`src/rtl/lock_cycle_controller_if.sv`:
```
// Switch/key inputs and lock water/port display outputs of the gondola lock controller.
interface lock_cycle_controller_if #(parameter int LEVEL_W = 7);
  logic               arrive_req;
  logic               depart_req;
  logic               gondola_in;
  logic               gondola_out;
  logic [LEVEL_W-1:0] lock_level;
  logic               filling;
  logic               draining;
  logic               outer_open;
  logic               inner_open;
  logic               port_moving;
  logic               busy;
  logic               dir;
  logic [3:0]         state;
  logic               cycle_done;

  modport master (
    output arrive_req, depart_req, gondola_in, gondola_out,
    input  lock_level, filling, draining, outer_open, inner_open,
           port_moving, busy, dir, state, cycle_done
  );

  modport slave (
    input  arrive_req, depart_req, gondola_in, gondola_out,
    output lock_level, filling, draining, outer_open, inner_open,
           port_moving, busy, dir, state, cycle_done
  );
endinterface

```
`src/rtl/lock_cycle_controller.sv`:
```
// Sequences one gondola passage: equalise to entry side, cycle its port, equalise to exit side,
// cycle that port. Arrival/departure requests are latched and served alternately when both wait.
module lock_cycle_controller #(
  parameter int LEVEL_W     = 7,
  parameter int OUTER_LEVEL = 80,
  parameter int INNER_LEVEL = 20,
  parameter int RESET_LEVEL = 20,
  parameter int STEP_TICKS  = 2,
  parameter int GATE_TICKS  = 3
) (
  input logic clk_i,
  input logic reset_i,
  lock_cycle_controller_if.slave bus
);
  typedef enum logic [3:0] {
    IDLE = 4'd0, EQ_A = 4'd1, OPEN_A = 4'd2, WAIT_IN = 4'd3, CLOSE_A = 4'd4,
    EQ_B = 4'd5, OPEN_B = 4'd6, WAIT_OUT = 4'd7, CLOSE_B = 4'd8
  } state_e;

  localparam logic [LEVEL_W-1:0] OUT_L   = LEVEL_W'(OUTER_LEVEL);
  localparam logic [LEVEL_W-1:0] IN_L    = LEVEL_W'(INNER_LEVEL);
  localparam logic [LEVEL_W-1:0] RST_L   = LEVEL_W'(RESET_LEVEL);
  localparam logic [7:0]         STEP_LST = 8'(STEP_TICKS - 1);
  localparam logic [7:0]         GATE_LST = 8'(GATE_TICKS - 1);

  state_e             state_q, state_d;
  logic [LEVEL_W-1:0] level_q, level_d;
  logic [7:0]         cnt_q, cnt_d;
  logic               pend_arr_q, pend_arr_d, pend_dep_q, pend_dep_d;
  logic               dir_q, dir_d, last_dep_q, last_dep_d, done_q, done_d;
  logic               clr_arr, clr_dep, serve_dep, fill, drain, a_open, b_open;
  logic [LEVEL_W-1:0] eq_tgt;

  always_ff @(posedge clk_i or posedge reset_i) begin
    if (reset_i) begin
      state_q    <= IDLE;
      level_q    <= RST_L;
      cnt_q      <= '0;
      pend_arr_q <= 1'b0;
      pend_dep_q <= 1'b0;
      dir_q      <= 1'b0;
      last_dep_q <= 1'b1;  // "departure served last" so arrival wins first
      done_q     <= 1'b0;
    end else begin
      state_q    <= state_d;
      level_q    <= level_d;
      cnt_q      <= cnt_d;
      pend_arr_q <= pend_arr_d;
      pend_dep_q <= pend_dep_d;
      dir_q      <= dir_d;
      last_dep_q <= last_dep_d;
      done_q     <= done_d;
    end
  end

  always_comb begin
    state_d    = state_q;
    level_d    = level_q;
    cnt_d      = cnt_q;
    dir_d      = dir_q;
    last_dep_d = last_dep_q;
    done_d     = 1'b0;
    clr_arr    = 1'b0;
    clr_dep    = 1'b0;
    serve_dep  = 1'b0;
    fill       = 1'b0;
    drain      = 1'b0;
    // Entry side A is outer for arrivals, inner for departures.
    if (state_q == EQ_B) eq_tgt = dir_q ? OUT_L : IN_L;
    else                 eq_tgt = dir_q ? IN_L  : OUT_L;

    case (state_q)
      IDLE: begin
        cnt_d = '0;
        if (pend_arr_q || pend_dep_q) begin
          serve_dep  = pend_dep_q & (~pend_arr_q | ~last_dep_q);
          dir_d      = serve_dep;
          last_dep_d = serve_dep;
          clr_arr    = ~serve_dep;
          clr_dep    = serve_dep;
          state_d    = EQ_A;
        end
      end
      EQ_A, EQ_B: begin
        if (level_q == eq_tgt) begin
          cnt_d   = '0;
          state_d = (state_q == EQ_A) ? OPEN_A : OPEN_B;
        end else begin
          fill  = (level_q < eq_tgt);
          drain = ~fill;
          if (cnt_q == STEP_LST) begin
            cnt_d   = '0;
            level_d = fill ? level_q + 1'b1 : level_q - 1'b1;
          end else begin
            cnt_d = cnt_q + 8'd1;
          end
        end
      end
      OPEN_A, CLOSE_A, OPEN_B, CLOSE_B: begin
        if (cnt_q == GATE_LST) begin
          cnt_d = '0;
          case (state_q)
            OPEN_A:  state_d = WAIT_IN;
            CLOSE_A: state_d = EQ_B;
            OPEN_B:  state_d = WAIT_OUT;
            default: begin
              state_d = IDLE;
              done_d  = 1'b1;
            end
          endcase
        end else begin
          cnt_d = cnt_q + 8'd1;
        end
      end
      WAIT_IN:  if (bus.gondola_in)  state_d = CLOSE_A;
      WAIT_OUT: if (bus.gondola_out) state_d = CLOSE_B;
      default: begin
        state_d = IDLE;
        cnt_d   = '0;
      end
    endcase

    pend_arr_d = (pend_arr_q & ~clr_arr) | bus.arrive_req;
    pend_dep_d = (pend_dep_q & ~clr_dep) | bus.depart_req;
  end

  assign a_open = (state_q == OPEN_A) || (state_q == WAIT_IN);
  assign b_open = (state_q == OPEN_B) || (state_q == WAIT_OUT);

  assign bus.lock_level  = level_q;
  assign bus.filling     = fill;
  assign bus.draining    = drain;
  assign bus.outer_open  = (a_open & ~dir_q) | (b_open & dir_q);
  assign bus.inner_open  = (a_open & dir_q) | (b_open & ~dir_q);
  assign bus.port_moving = (state_q == OPEN_A) || (state_q == CLOSE_A) ||
                           (state_q == OPEN_B) || (state_q == CLOSE_B);
  assign bus.busy        = (state_q != IDLE);
  assign bus.dir         = dir_q;
  assign bus.state       = state_q;
  assign bus.cycle_done  = done_q;
endmodule

```
`src/flat_wrapper.sv`:
```
// flat-port wrapper written by rule: the top's interface ports become plain ports
module lock_cycle_controller_flat 
#(
  parameter int LEVEL_W     = 7,
  parameter int OUTER_LEVEL = 80,
  parameter int INNER_LEVEL = 20,
  parameter int RESET_LEVEL = 20,
  parameter int STEP_TICKS  = 2,
  parameter int GATE_TICKS  = 3
)
  (clk_i, reset_i, bus_arrive_req, bus_depart_req, bus_gondola_in, bus_gondola_out, bus_lock_level, bus_filling, bus_draining, bus_outer_open, bus_inner_open, bus_port_moving, bus_busy, bus_dir, bus_state, bus_cycle_done);
  lock_cycle_controller_if #(.LEVEL_W(LEVEL_W)) bus_i ();
  input logic clk_i;
  input logic reset_i;
  input wire logic [$bits(bus_i.arrive_req)-1:0] bus_arrive_req;
  input wire logic [$bits(bus_i.depart_req)-1:0] bus_depart_req;
  input wire logic [$bits(bus_i.gondola_in)-1:0] bus_gondola_in;
  input wire logic [$bits(bus_i.gondola_out)-1:0] bus_gondola_out;
  output wire logic [$bits(bus_i.lock_level)-1:0] bus_lock_level;
  output wire logic [$bits(bus_i.filling)-1:0] bus_filling;
  output wire logic [$bits(bus_i.draining)-1:0] bus_draining;
  output wire logic [$bits(bus_i.outer_open)-1:0] bus_outer_open;
  output wire logic [$bits(bus_i.inner_open)-1:0] bus_inner_open;
  output wire logic [$bits(bus_i.port_moving)-1:0] bus_port_moving;
  output wire logic [$bits(bus_i.busy)-1:0] bus_busy;
  output wire logic [$bits(bus_i.dir)-1:0] bus_dir;
  output wire logic [$bits(bus_i.state)-1:0] bus_state;
  output wire logic [$bits(bus_i.cycle_done)-1:0] bus_cycle_done;
  assign bus_i.arrive_req = bus_arrive_req;
  assign bus_i.depart_req = bus_depart_req;
  assign bus_i.gondola_in = bus_gondola_in;
  assign bus_i.gondola_out = bus_gondola_out;
  assign bus_lock_level = bus_i.lock_level;
  assign bus_filling = bus_i.filling;
  assign bus_draining = bus_i.draining;
  assign bus_outer_open = bus_i.outer_open;
  assign bus_inner_open = bus_i.inner_open;
  assign bus_port_moving = bus_i.port_moving;
  assign bus_busy = bus_i.busy;
  assign bus_dir = bus_i.dir;
  assign bus_state = bus_i.state;
  assign bus_cycle_done = bus_i.cycle_done;
  lock_cycle_controller #(.LEVEL_W(LEVEL_W), .OUTER_LEVEL(OUTER_LEVEL), .INNER_LEVEL(INNER_LEVEL), .RESET_LEVEL(RESET_LEVEL), .STEP_TICKS(STEP_TICKS), .GATE_TICKS(GATE_TICKS)) u_core (.clk_i(clk_i), .reset_i(reset_i), .bus(bus_i));
endmodule
```
`config.mk`:
```
export PLATFORM = sky130hd
export DESIGN_NAME = lock_cycle_controller_flat
export DESIGN_NICKNAME = d
export VERILOG_FILES = /design/src/rtl/lock_cycle_controller_if.sv /design/src/rtl/lock_cycle_controller.sv /design/src/flat_wrapper.sv
export SDC_FILE = /design/constraint.sdc
export NUM_CORES = 1
export LEC_CHECK = 0
export ABC_AREA = 1
export CAP_MARGIN = 20
export CORE_ASPECT_RATIO = 0.75
export CORE_MARGIN = 5
export CORE_UTILIZATION = 58
export DETAILED_ROUTE_END_ITERATION = 10
export PLACE_DENSITY = 0.92
export SKIP_CTS_REPAIR_TIMING = 1
export SLEW_MARGIN = 10
export SYNTH_ARGS = -nofsm -noshare
export SYNTH_HDL_FRONTEND = slang
export SYNTH_SLANG_ARGS = --single-unit
export TNS_END_PERCENT = 20
```
`constraint.sdc`:
```
create_clock -name clk_i -period 6.7 [get_ports clk_i]
set_input_delay 0.67 -clock clk_i [delete_from_list [all_inputs] [get_ports clk_i]]
set_output_delay 0.67 -clock clk_i [all_outputs]
set_load 0.01 [all_outputs]
```
Word-level counts from Yosys, hierarchy flattened
Index checks and enable logic that the tools add are counted.
- bitwise operators: 20
- mux-type cells: 27
- magnitude comparators: 1
- add/subtract/negate cells: 3
- reduce and logical (&&, ||, !) cells: 15
- eq/ne operators: 16
- operator list (cell ; count):
    $mux W7 ; 4
    $mux W8 ; 3
    $pmux W8 S3 ; 1
    $mux W4 ; 5
    $pmux W4 S5 ; 1
    $eq A4 B3 Y1 const B ; 4
    $mux W1 ; 11
    $pmux W3 S3 ; 1
    $add A8 B1 Y8 const B ; 1
    $eq A4 B2 Y1 const B ; 2
    $eq A8 B1 Y1 const B ; 1
    $eq A8 B2 Y1 const B ; 1
    $not A1 Y1 ; 8
    $add A7 B1 Y7 const B ; 1
    $and A1 B1 Y1 ; 7
    $eq A7 B7 Y1 ; 1
    $lt A7 B7 Y1 ; 1
    $sub A7 B1 Y7 const B ; 1
    $logic_or A1 B1 Y1 ; 6
    $ne A2 B1 Y1 const B ; 3
    $or A1 B1 Y1 ; 5
    $reduce_and A5 Y1 ; 1
    $eq A4 B1 Y1 const B ; 1
    $eq A4 B4 Y1 const B ; 1
    other kinds (9) ; 11
- register bits after elaboration: 24
- input bits: 6
- output and inout bits: 19

Longest topological paths before layout
- depth after elaboration: 9
- depth in mapped cells: 19
- mapped depth without buffers: 19

Least setup slack after synthesis
OpenSTA, ideal clock, no wires.
- path type: register to register
- start: reg u_core.state_q[3] (netlist: u_core.bus.state[3])
- end: reg u_core.level_q[5] (netlist: u_core.bus.lock_level[5])
- period minus slack after synthesis: 2.735 ns
- data arrival time: 2.618 ns
- cell stages (with the launch flop): 17
- slack: 3.965 ns
- cells stage by stage: dfrtp_1 > inv_2 > nand2_1 > nor2_1 > xor2_1 > ha_1 > nand2_1 > nor2_1 > nand2_1 > nand3_1 > ha_1 > a21oi_1 > or2_2 > nand3_1 > nand2_1 > nand3_1 > nand2_1
- longest elaborated chain between the ends: 5
- RTL lines (what ; RTL line ; RTL):
    start: declaration ; lock_cycle_controller.sv:26 ; state_e state_q, state_d;
    start signal: assignment ; lock_cycle_controller.sv:45 ; state_q <= state_d;
    branches (longest 5 deep; another with $lt A7 B7 Y1) ; -- ;
    end signal: assignment ; lock_cycle_controller.sv:46 ; level_q <= level_d;
    end: declaration ; lock_cycle_controller.sv:27 ; logic [LEVEL_W-1:0] level_q, level_d;
Parallel ways; which one is timed is not known.
A chain may end at the register's enable or synchronous reset.

Worst setup path after layout
- start: reg u_core.state_q[3] (netlist: u_core.bus.state[3])
- end: out bus_draining
- longest elaborated chain between the ends: 6
- RTL lines (what ; RTL line ; RTL):
    $eq A4 B3 Y1 ; lock_cycle_controller.sv:69, lock_cycle_controller.sv:72 ;
    $mux W7 ; lock_cycle_controller.sv:69 ; if (state_q == EQ_B) eq_tgt = dir_q ? OUT_L : IN_L;
    $lt A7 B7 Y1 ; lock_cycle_controller.sv:89 ; fill = (level_q < eq_tgt);
    $not A1 Y1 ; lock_cycle_controller.sv:90 ; drain = ~fill;
    $mux W1 ; lock_cycle_controller.sv:85 ; if (level_q == eq_tgt) begin
    $mux W1 * ; lock_cycle_controller.sv:72 ; case (state_q)
    end: declaration ; flat_wrapper.sv:21 ; output wire logic [$bits(bus_i.draining)-1:0] bus_draining;
Mark *: on every way between the ends. The rest lies on a longest branch, timed or not.

==> metrics.csv <==
metric,value,unit
synth_edf_count,0,
rsz0062_at_grt,no,
syn_inst,224,
area_delta_synth_final,20.9,%
seq_area_frac_synth,0.372,
period_share,0.531,
drtPass1Iterations,4,
clkPwrFrac,0.090,
synth-seq-cells,24,
r2r-start,u_core.bus.state[3]$_DFFE_PP0P_,
hpwl,2760,um
slew_headroom,0.411,
drv_slew,0,
hp-start,u_core.pend_dep_q$_DFF_PP0_,
grt_pass1_vias,1449,
pwr-share-comb,0.664,
place_area,1910,um^2
grt_max_degree,25,
grt_usage,0.190,
worstSetupStartpointType,flop,
syn_area,1630,um^2
yosysMostFrequentCell,nand2_1,
root_buffer,clkbuf_8,
finalSetupTns,0,ns
synth_top_area_frac,0.323,
ys_types,22,
gp_congestion,0.884,
ys_async_sr_fraction,1.00,
ys_top_cells_by_area,"dfrtp_1 32%, nand2_1 13%, ha_1 7.7%",
yosys_warnings,0,
die_w,71.2,um
final_layout_size_suffix_gt1_frac,0.0754,
crit_path_max_incr_delay,0.56,ns
hp-class,reg2reg,
yosys.area.top_type,dfrtp_1,
critPathTopFamily,simple AND/OR/NAND/NOR gates,
seq_power_share,0.246,
cpMaxStageDelayCell,clkdlybuf4s50_1,
cts_num_sinks,24,
nets,270,
worstSetupPathType,reg2out,
synth-main-ff-cell,dfrtp_1,
hold_depth,1,
io_pins,25,
drt-wirelength-per-cell,12.5,um
drt_iter0_drc,81,
synth_common_cells,"56 x nand2_1, 33 x inv_1, 28 x nor2_1, 21 x dfrtp_1, 19 x o21ai_0",
rr_worst_depth,17,
status,"complete, no violations",
power_leakage,0.987,nW
worst-path-max-fanout,9,
core_area,2640,um^2
worstPathCellList,"inv_2, nand2_1, nor2_1, xor2_1, ha_1, nand2_1, nor2_1, nand2_1, nand3_1, inv_1, nor2_1, clkdlybuf4s50_1",
final_area,1970,um^2
path_clk_slew,0.08,ns
htreeDepth,1,
worst_slew_pin_slew,0.882,ns
die_area,3970,um^2
power_switching,0.536,mW
irDropWorstVdd,0.330,mV
seqCellArea,604,um^2
multi_input_area,887,um^2
timing.fmax,281,MHz
worstSetupEndpointType,primary output,
clock_skew,0.00227,ns
clock_path_buffers,2,
grt_pass1_wl,6130,um
ant_nets,0,
hold_viol_final,0,
cts_buffers,3,
post_drt_via_cell_ratio,5.38,
cts_tree,built,
gr-total-overflow,0,
r2r_end,u_core.bus.lock_level[6]$_DFFE_PP0P_,
worst-path-buf-inv,3,
cap_violations,0,
wl,3610,um
rows,16,
initial_core_util,0.616,
route.detailed.drc,0,
n_antenna_cell,0,
via_count,1550,
fin_crit,3.56,ns
switching_share,0.497,
chipHeight,55.9,um
holdPathEnd,u_core.pend_dep_q$_DFF_PP0_,
worstPathRequired,6.03,ns
r2r_slack,3.60,ns
synthesis.nets,241,
critPathArrivalTime,2.89,ns
clk_latency,0.27,ns
port_buffers,24,
hold-worst-slack,0.487,ns
finalSetupViolations,0,
antenna_found_initial,0,
fill_cells,211,
internal_power,0.543,mW
pwr_density_cell,548,nW/um^2
syn_avg_cell_area,7.26,um^2
## cells by family (layout without fill, tap and decap cells)
family / Yosys count / after routing / synth area share
AND/OR/NAND/NOR: 115 / 115 / 0.315
buffers and inverters: 36 / 64 / 0.0831
AO/OA/AOI/OAI: 30 / 30 / 0.0985
flip-flops: 24 / 24 / 0.372
adder cells (fa/ha/maj): 11 / 11 / 0.0892
XOR/XNOR: 8 / 8 / 0.0431
## routing by layer
metal	vias to the layer above	wire (um)	global-route usage
met5	-	0	0
met3	6	249	0.0614
met2	52	1640	0.285
met4	0	27	0.0456
met1	724	1700	0.264
li1	768	-	-
## how the worst max path moves through the flow
| stage | endpoint | cells past startpoint | startpoint | slack (ns) |
|---|---|---|---|---|
| 6_report | bus_draining | 12 | u_core.bus.state[3]$_DFFE_PP0P_ | 3.14 |
| 2_1_floorplan | u_core.bus.lock_level[5]$_DFFE_PP0P_ | 16 | u_core.bus.state[3]$_DFFE_PP0P_ | 3.96 |
| 5_1_grt | bus_filling | 11 | u_core.bus.state[3]$_DFFE_PP0P_ | 2.90 |
| 3_5_place_dp | bus_filling | 11 | u_core.bus.state[3]$_DFFE_PP0P_ | 3.52 |
| 4_1_cts | bus_filling | 11 | u_core.bus.state[3]$_DFFE_PP0P_ | 3.19 |
| 3_3_place_gp | bus_filling | 11 | u_core.bus.state[3]$_DFFE_PP0P_ | 3.65 |
## worst reg2reg max path: cells and delay by family, from the launching register on
family	cells	cell delay (ns)
AND/OR/NAND/NOR	13	1.40
flip-flops	1	0.50
buffers and inverters	1	0.12
adder cells (fa/ha/maj)	2	0.78
XOR/XNOR	1	0.20
## power by group through the flow
stage	clock network [mW]	logic [mW]	registers, mW
2_1_floorplan	0	0.473	0.265
3_3_place_gp	0	0.679	0.264
3_5_place_dp	0	0.702	0.264
4_1_cts	0.100	0.709	0.263
5_1_grt	0.106	0.801	0.274
6_report	0.0972	0.715	0.265
## layout by cell type, fill, tap and decap left out
| cell | Yosys | layout |
|---|---|---|
| nand3_1 | 14 | 14 |
| nand3_2 | 1 | 1 |
| a21oi_1 | 5 | 5 |
| inv_2 | 3 | 3 |
| or2_2 | 1 | 1 |
| nand4_1 | 5 | 5 |
| nand2_1 | 56 | 56 |
| xnor2_1 | 2 | 2 |
| a21o_1 | 1 | 1 |
| xor2_1 | 6 | 6 |
| o21ai_1 | 2 | 2 |
| nor2_1 | 28 | 28 |
| ha_1 | 10 | 10 |
| fa_1 | 1 | 1 |
| o21ai_0 | 19 | 19 |
| clkbuf_8 | 0 | 4 |
| nor3_1 | 3 | 3 |
| o21bai_1 | 3 | 3 |
| nor2_4 | 4 | 4 |
| dfstp_2 | 3 | 3 |
| inv_1 | 33 | 33 |
| dfrtp_1 | 21 | 21 |
| clkdlybuf4s50_1 | 0 | 24 |
| nand2_2 | 3 | 3 |
## final cells by class
cell class                      count  area share
Multi-Input combinational cell    164       0.451
Inverter                           36      0.0687
Tap cell                           36      0.0229
Timing Repair Buffer               24       0.122
Clock buffer                        4      0.0280
Sequential cell                    24       0.307
## state kept, by name, indices dropped and copies added (netlist names)
signal                 count
u_core.pend_dep_q          1
u_core.bus.lock_level      7
u_core.last_dep_q          1
u_core.pend_arr_q          1
u_core.cnt_q               8
u_core.bus.state           4
u_core.bus.cycle_done      1
u_core.bus.dir             1
## through the flow
stage                      util  setup WS, ns  total power, mW  std cells
after detailed placement  0.723          3.52            0.966        284
after global routing      0.744          2.90             1.18        288
after global placement    0.723          3.65            0.943        284
after CTS                 0.744          3.19             1.07        288
final                     0.744          3.14             1.08        288
after floorplan               -          3.96            0.738        224
Power figures use the tool's default switching activity.
